### config.mk
export PLATFORM = sky130hd
export DESIGN_NAME = mdu_hilo
export DESIGN_NICKNAME = d
export VERILOG_FILES = /design/src/rtl/mdu_hilo_pkg.sv /design/src/rtl/mdu_sign_fix.sv /design/src/rtl/mdu_hilo.sv
export SDC_FILE = /design/constraint.sdc
export NUM_CORES = 1
export LEC_CHECK = 0
export CAP_MARGIN = 30
export CELL_PAD_IN_SITES_DETAIL_PLACEMENT = 1
export CELL_PAD_IN_SITES_GLOBAL_PLACEMENT = 1
export CORE_UTILIZATION = 39
export DETAILED_ROUTE_END_ITERATION = 10
export PLACE_DENSITY = 0.75
export SYNTH_ARGS = -nofsm -noshare
export SYNTH_HDL_FRONTEND = slang
export SYNTH_SLANG_ARGS = --single-unit
### constraint.sdc
create_clock -name CLK -period 7.83 [get_ports CLK]
set_clock_uncertainty 0.1 [all_clocks]
set_input_delay 2.349 -clock CLK [delete_from_list [all_inputs] [get_ports CLK]]
set_output_delay 2.349 -clock CLK [all_outputs]
set_load 0.03 [all_outputs]
### src/rtl/mdu_hilo_pkg.sv
// Shared constants and FSM state encoding for the HI/LO multiply/divide unit.
package mdu_hilo_pkg;
  localparam int WIDTH = 32;
  localparam int CNT_W = 6;
  localparam int ITER  = 32;

  typedef enum logic [1:0] {
    ST_IDLE = 2'd0,
    ST_MUL  = 2'd1,
    ST_DIV  = 2'd2,
    ST_FIX  = 2'd3
  } state_t;
endpackage

### src/rtl/mdu_sign_fix.sv
// Conditional two's-complement negate, used for operand magnitudes and result sign correction.
module mdu_sign_fix #(
  parameter int W = 32
) (
  input  logic [W-1:0] i_val,
  input  logic         i_neg,
  output logic [W-1:0] o_val
);
  assign o_val = i_neg ? ((~i_val) + {{(W-1){1'b0}}, 1'b1}) : i_val;
endmodule

### src/rtl/mdu_hilo.sv
// Iterative radix-2 shift-add multiplier / restoring divider owning the HI/LO registers.
module mdu_hilo
  import mdu_hilo_pkg::*;
(
  input  logic             CLK,
  input  logic             RST,
  input  logic             START,
  input  logic             DIV_START,
  input  logic             SIGNED,
  input  logic [WIDTH-1:0] A,
  input  logic [WIDTH-1:0] B,
  input  logic             hi_lo_write_en,
  input  logic             hi_lo_reg_control,
  output logic [WIDTH-1:0] HI,
  output logic [WIDTH-1:0] LO,
  output logic             BUSY,
  output logic             DONE,
  output logic             divide_zero
);
  localparam logic [CNT_W-1:0] LAST_ITER = CNT_W'(ITER - 1);

  state_t             r_state;
  logic [CNT_W-1:0]   r_cnt;
  logic [2*WIDTH-1:0] r_acc;
  logic [WIDTH-1:0]   r_opb;
  logic               r_op_div;
  logic               r_neg_res;
  logic               r_neg_rem;
  logic [WIDTH-1:0]   r_hi;
  logic [WIDTH-1:0]   r_lo;
  logic               r_busy;
  logic               r_done;
  logic               r_dz;

  logic [WIDTH-1:0]   w_a_mag;
  logic [WIDTH-1:0]   w_b_mag;
  logic [WIDTH:0]     w_mul_sum;
  logic [2*WIDTH-1:0] w_mul_next;
  logic [WIDTH:0]     w_div_shift;
  logic [WIDTH:0]     w_div_diff;
  logic [2*WIDTH-1:0] w_div_next;
  logic [2*WIDTH-1:0] w_acc_next;
  logic [2*WIDTH-1:0] w_prod_fix;
  logic [WIDTH-1:0]   w_quo_fix;
  logic [WIDTH-1:0]   w_rem_fix;

  mdu_sign_fix #(.W(WIDTH)) u_mag_a (
    .i_val(A), .i_neg(SIGNED & A[WIDTH-1]), .o_val(w_a_mag)
  );
  mdu_sign_fix #(.W(WIDTH)) u_mag_b (
    .i_val(B), .i_neg(SIGNED & B[WIDTH-1]), .o_val(w_b_mag)
  );
  mdu_sign_fix #(.W(2*WIDTH)) u_fix_prod (
    .i_val(r_acc), .i_neg(r_neg_res), .o_val(w_prod_fix)
  );
  mdu_sign_fix #(.W(WIDTH)) u_fix_quo (
    .i_val(r_acc[WIDTH-1:0]), .i_neg(r_neg_res), .o_val(w_quo_fix)
  );
  mdu_sign_fix #(.W(WIDTH)) u_fix_rem (
    .i_val(r_acc[2*WIDTH-1:WIDTH]), .i_neg(r_neg_rem), .o_val(w_rem_fix)
  );

  // Multiply step: r_acc = {partial product, remaining multiplier bits}, shifted right each edge.
  assign w_mul_sum  = {1'b0, r_acc[2*WIDTH-1:WIDTH]}
                    + (r_acc[0] ? {1'b0, r_opb} : {(WIDTH+1){1'b0}});
  assign w_mul_next = {w_mul_sum, r_acc[WIDTH-1:1]};

  // Divide step: r_acc = {remainder, dividend/quotient}; the shifted remainder never exceeds 2*divisor.
  assign w_div_shift = {r_acc[2*WIDTH-1:WIDTH], r_acc[WIDTH-1]};
  assign w_div_diff  = w_div_shift - {1'b0, r_opb};

  // Restore on borrow, otherwise keep the difference and shift in a 1 quotient bit.
  always_comb begin
    w_div_next = {2*WIDTH{1'b0}};
    if (w_div_diff[WIDTH]) begin
      w_div_next = {w_div_shift[WIDTH-1:0], r_acc[WIDTH-2:0], 1'b0};
    end else begin
      w_div_next = {w_div_diff[WIDTH-1:0], r_acc[WIDTH-2:0], 1'b1};
    end
  end

  assign w_acc_next = (r_state == ST_DIV) ? w_div_next : w_mul_next;

  // Control FSM, iteration counter, datapath accumulator and HI/LO registers.
  always_ff @(posedge CLK or negedge RST) begin
    if (!RST) begin
      r_state   <= ST_IDLE;
      r_cnt     <= {CNT_W{1'b0}};
      r_acc     <= {2*WIDTH{1'b0}};
      r_opb     <= {WIDTH{1'b0}};
      r_op_div  <= 1'b0;
      r_neg_res <= 1'b0;
      r_neg_rem <= 1'b0;
      r_hi      <= {WIDTH{1'b0}};
      r_lo      <= {WIDTH{1'b0}};
      r_busy    <= 1'b0;
      r_done    <= 1'b0;
      r_dz      <= 1'b0;
    end else begin
      r_done <= 1'b0;
      r_dz   <= 1'b0;
      case (r_state)
        ST_IDLE: begin
          if (hi_lo_write_en) begin
            if (hi_lo_reg_control) r_hi <= A;
            else                   r_lo <= A;
          end
          if (START) begin
            r_acc     <= {{WIDTH{1'b0}}, w_b_mag};
            r_opb     <= w_a_mag;
            r_op_div  <= 1'b0;
            r_neg_res <= SIGNED & (A[WIDTH-1] ^ B[WIDTH-1]);
            r_neg_rem <= SIGNED & A[WIDTH-1];
            r_cnt     <= {CNT_W{1'b0}};
            r_busy    <= 1'b1;
            r_state   <= ST_MUL;
          end else if (DIV_START) begin
            if (B == {WIDTH{1'b0}}) begin
              r_dz <= 1'b1;
            end else begin
              r_acc     <= {{WIDTH{1'b0}}, w_a_mag};
              r_opb     <= w_b_mag;
              r_op_div  <= 1'b1;
              r_neg_res <= SIGNED & (A[WIDTH-1] ^ B[WIDTH-1]);
              r_neg_rem <= SIGNED & A[WIDTH-1];
              r_cnt     <= {CNT_W{1'b0}};
              r_busy    <= 1'b1;
              r_state   <= ST_DIV;
            end
          end
        end
        ST_MUL, ST_DIV: begin
          r_acc <= w_acc_next;
          r_cnt <= r_cnt + CNT_W'(1);
          if (r_cnt == LAST_ITER) r_state <= ST_FIX;
        end
        ST_FIX: begin
          if (r_op_div) begin
            r_hi <= w_rem_fix;
            r_lo <= w_quo_fix;
          end else begin
            r_hi <= w_prod_fix[2*WIDTH-1:WIDTH];
            r_lo <= w_prod_fix[WIDTH-1:0];
          end
          r_done  <= 1'b1;
          r_busy  <= 1'b0;
          r_cnt   <= {CNT_W{1'b0}};
          r_state <= ST_IDLE;
        end
        default: begin
          r_busy  <= 1'b0;
          r_state <= ST_IDLE;
        end
      endcase
    end
  end

  assign HI          = r_hi;
  assign LO          = r_lo;
  assign BUSY        = r_busy;
  assign DONE        = r_done;
  assign divide_zero = r_dz;
endmodule

==> impl_metrics.py <==
metrics = {
    "status": {
        "status": "completed",
    },
    "place": {
        "io_buffers": 137,
        "place_congestion": 0.9646,
        "dp_slack_ns": 1.836,
        "dpl.hpwl_um": 48860,
        "dpl_cell_area_um2": 16890,
    },
    "synthesis": {
        "netlist_instances": 1928,
        "ys_warn_count": 0,
        "synthDistinctLibCells": 93,
        "synth_area_um2": 15170,
        "syn_nets": 2073,
        "ys.flop_type": "dfrtp_1",
        "async_reset_ff_share_pct": 100.0,
        "seq_area_frac_synth_pct": 28.71,
        "synth-edff-count": 0,
        "synth-seq-cells": 174,
        "syn_avg_cell_area_um2": 7.866,
    },
    "hold_path": {
        "hp-class": "reg -> reg",
    },
    "timing": {
        "slew_headroom_pct": 32.49,
        "min_period_ns": 5.639,
        "drv_slew": 0,
        "finalSetupViolCount": 0,
        "worst_pin_slew_ns": 1.010,
        "fin_ws_ns": 2.191,
        "timing.fmax_ghz": 0.1773,
        "finalCritPeriodShare_pct": 72.01,
        "finalSetupTns_ns": 0,
        "hold_viol": 0,
        "rsz0062_at_grt": "false",
    },
    "finish": {
        "synthToLayoutAreaGrowth_pct": 15.58,
        "stdcell_area_um2": 17530,
        "diodes": 0,
        "final_util_pct": 46.21,
        "layout-drive-gt1-share_pct": 5.127,
        "fin_nets": 2141,
        "fillers": 4660,
    },
    "clocking": {
        "cts_tree": "built",
        "clkTransAtPathRegs_ns": 0.07,
        "cts.repair.resized": 0,
        "clockRootBuffer": "clkbuf_16",
        "cts_buffers": 17,
        "htreeDepth": 4,
        "cts_setup_buffers": 0,
        "clock_latency_ns": 0.45,
        "clock_path_buffers": 2,
        "cts_hold_repair.buffers": 0,
        "clkSinkCount": 174,
    },
    "global_routing": {
        "grt_pass1_wl_um": 94880,
        "grtUsageTotal_pct": 31.82,
        "antenna_found_initial": 0,
        "grt_pass1_vias": 15340,
        "grt_max_degree": 146,
        "grt_overflow": 0,
    },
    "route": {
        "via_count": 15460,
        "vias_per_cell": 6.137,
        "drt-wirelength-per-cell_um": 24.85,
        "remaining_drc_errors": 0,
        "drt_wl_total_um": 62630,
        "drtAntennaViolNets": 0,
        "drtPass1Iterations": 5,
        "drt-initial-drc-count": 1247,
    },
    "setup_path": {
        "critPathCapture": "r_acc[56]$_DFFE_PN0P_",
        "startpoint": "B[7]",
        "regToRegEndpoint": "r_acc[63]$_DFFE_PN0P_",
        "critPathKind": "in -> reg",
        "critPathRequiredTime_ns": 8.10,
        "cp_data_arrival_time_ns": 5.91,
        "ff2ff_setup_slack_ns": 3.34,
        "startpoint_type": "primary input",
        "cp-end-kind": "register",
        "r2r_cells": 12,
        "cp_max_fo": 49,
        "r2r-start": "r_acc[0]$_DFFE_PN0P_",
    },
    "floorplan": {
        "core_area_um2": 37930,
        "start_util_pct": 39.98,
        "die_h_um": 199.2,
        "pin_count": 138,
        "fp-row-count": 71,
        "die_area_um2": 39680,
        "die_w_um": 199.2,
    },
    "flow_run": {
        "drv_cap": 0,
    },
    "power": {
        "ir_drop_uv": 183.8,
        "power_density_nw_per_um2": 528.2,
        "p_leak_nw": 7.208,
    },
}
[cell usage in the layout (no fill, tap or decap), types with 6 or more instances in the layout]
| cell type | Yosys | final |
|---|---|---|
| or3_1 | 14 | 14 |
| and2_1 | 15 | 15 |
| mux2_2 | 16 | 16 |
| o41ai_1 | 9 | 9 |
| clkbuf_16 | 0 | 17 |
| o21ai_0 | 160 | 160 |
| or4_1 | 11 | 11 |
| and3_1 | 8 | 8 |
| nor2b_1 | 21 | 21 |
| xor2_1 | 69 | 69 |
| inv_1 | 67 | 67 |
| nand2b_1 | 17 | 17 |
| a211oi_1 | 31 | 31 |
| o21a_1 | 9 | 8 |
| o221ai_1 | 11 | 11 |
| a21o_1 | 29 | 29 |
| clkdlybuf4s50_1 | 0 | 135 |
| ha_1 | 72 | 70 |
| nor3_1 | 49 | 49 |
| xnor2_1 | 100 | 100 |
| o211ai_1 | 18 | 18 |
| inv_8 | 0 | 7 |
| o21bai_1 | 6 | 6 |
| o31ai_1 | 21 | 21 |
| nor4_1 | 9 | 9 |
| a22oi_1 | 20 | 20 |
| a221o_1 | 14 | 14 |
| nand2_1 | 215 | 215 |
| mux2i_1 | 50 | 50 |
| nand4_1 | 8 | 8 |
| nor2_1 | 185 | 185 |
| o21ai_1 | 36 | 34 |
| a31oi_1 | 16 | 16 |
| nand3_1 | 35 | 35 |
| dfrtp_1 | 174 | 174 |
| buf_4 | 4 | 15 |
| a21oi_1 | 207 | 207 |
[registers in the layout, summed over array words and instances, names as in the netlist]
| signal | flops |
|---|---|
| r_acc | 64 |
| HI | 32 |
| LO | 32 |
| r_opb | 32 |
| r_cnt | 6 |
| r_state | 2 |
| BUSY | 1 |
| DONE | 1 |
| divide_zero | 1 |
| r_neg_rem | 1 |
| r_neg_res | 1 |
| r_op_div | 1 |
[cells in the mapped netlist (35+ instances only)]
| cell | n | share of area [%] |
|---|---|---|
| nand2_1 | 215 | 5.3 |
| a21oi_1 | 207 | 6.8 |
| nor2_1 | 185 | 4.6 |
| dfrtp_1 | 174 | 29 |
| o21ai_0 | 160 | 5.3 |
| xnor2_1 | 100 | 5.8 |
| clkbuf_1 | 77 | 1.9 |
| ha_1 | 72 | 5.9 |
| xor2_1 | 69 | 4.0 |
| inv_1 | 67 | 1.7 |
| mux2i_1 | 50 | 3.3 |
| nor3_1 | 49 | 1.6 |
| o21ai_1 | 36 | 1.2 |
| nand3_1 | 35 | 1.2 |
[critical path: stages]
cell and delay, ns:
clkdlybuf4s50_1 0.50, nor4_1 0.63, nor3b_2 0.51, a41oi_2 0.32
nand2b_4 0.28, o21ai_4 0.37, buf_4 0.59, and2_1 0.21
a211oi_1 0.04, o21ai_1 0.08
[logic make-up after synthesis]
kind of cell	Yosys count	synth area share, %
AO/OA/AOI/OAI	651	26.77
adder cells (fa/ha/maj)	74	6.204
buffers and inverters	176	4.777
XOR/XNOR	169	9.760
multiplexers	67	4.562
AND/OR/NAND/NOR	617	19.21
flip-flops	174	28.71
[report_power, final]
part           internal (mW)  leakage [nW]  total [mW]  switching [mW]
logic                   2.31          4.73        6.39            4.08
clock network          0.465         0.298       0.913           0.448
registers               1.34          2.17        1.95           0.619
[layer usage]
layer	vias up	GRT usage, %	wire (um)
met3	85	3.966	4199
met5	-	0	0
met2	573	49.03	27440
met4	0	10.57	1926
met1	7711	45.73	29060
li1	7095	-	-
[final cells by class]
| type | count | area [um^2] | share of cell area [%] |
|---|---|---|---|
| Clock inverter | 15 | 197.7 | 1.128 |
| Timing Repair Buffer | 155 | 1531 | 8.737 |
| Multi-Input combinational cell | 1578 | 10120 | 57.72 |
| Inverter | 70 | 262.8 | 1.499 |
| Tap cell | 511 | 639.4 | 3.647 |
| Sequential cell | 174 | 4354 | 24.84 |
| Clock buffer | 17 | 425.4 | 2.427 |
[metrics by stage]
stage	cells	hold slack, ns	power, mW
final	2520	0.3817	9.259
after global routing	2520	0.4103	9.892
after CTS	2519	0.3900	9.160
after detailed placement	2487	0.3737	8.198
after global placement	2486	0.3620	8.005
after floorplan	1928	0.3498	6.123
[how the worst min path moves through the flow]
stage | start | endpoint | slack [ns] | depth (start not counted)
after floorplan | r_opb[10]$_DFFE_PN0P_ | r_opb[10]$_DFFE_PN0P_ | 0.35 | 2
after global routing | HI[3]$_DFFE_PN0P_ | HI[3]$_DFFE_PN0P_ | 0.41 | 2
after detailed placement | HI[24]$_DFFE_PN0P_ | HI[24]$_DFFE_PN0P_ | 0.37 | 2
after CTS | HI[24]$_DFFE_PN0P_ | HI[24]$_DFFE_PN0P_ | 0.39 | 2
after global placement | HI[25]$_DFFE_PN0P_ | HI[25]$_DFFE_PN0P_ | 0.36 | 2
final | HI[24]$_DFFE_PN0P_ | HI[24]$_DFFE_PN0P_ | 0.38 | 2
(Power assumes the default switching activity.)
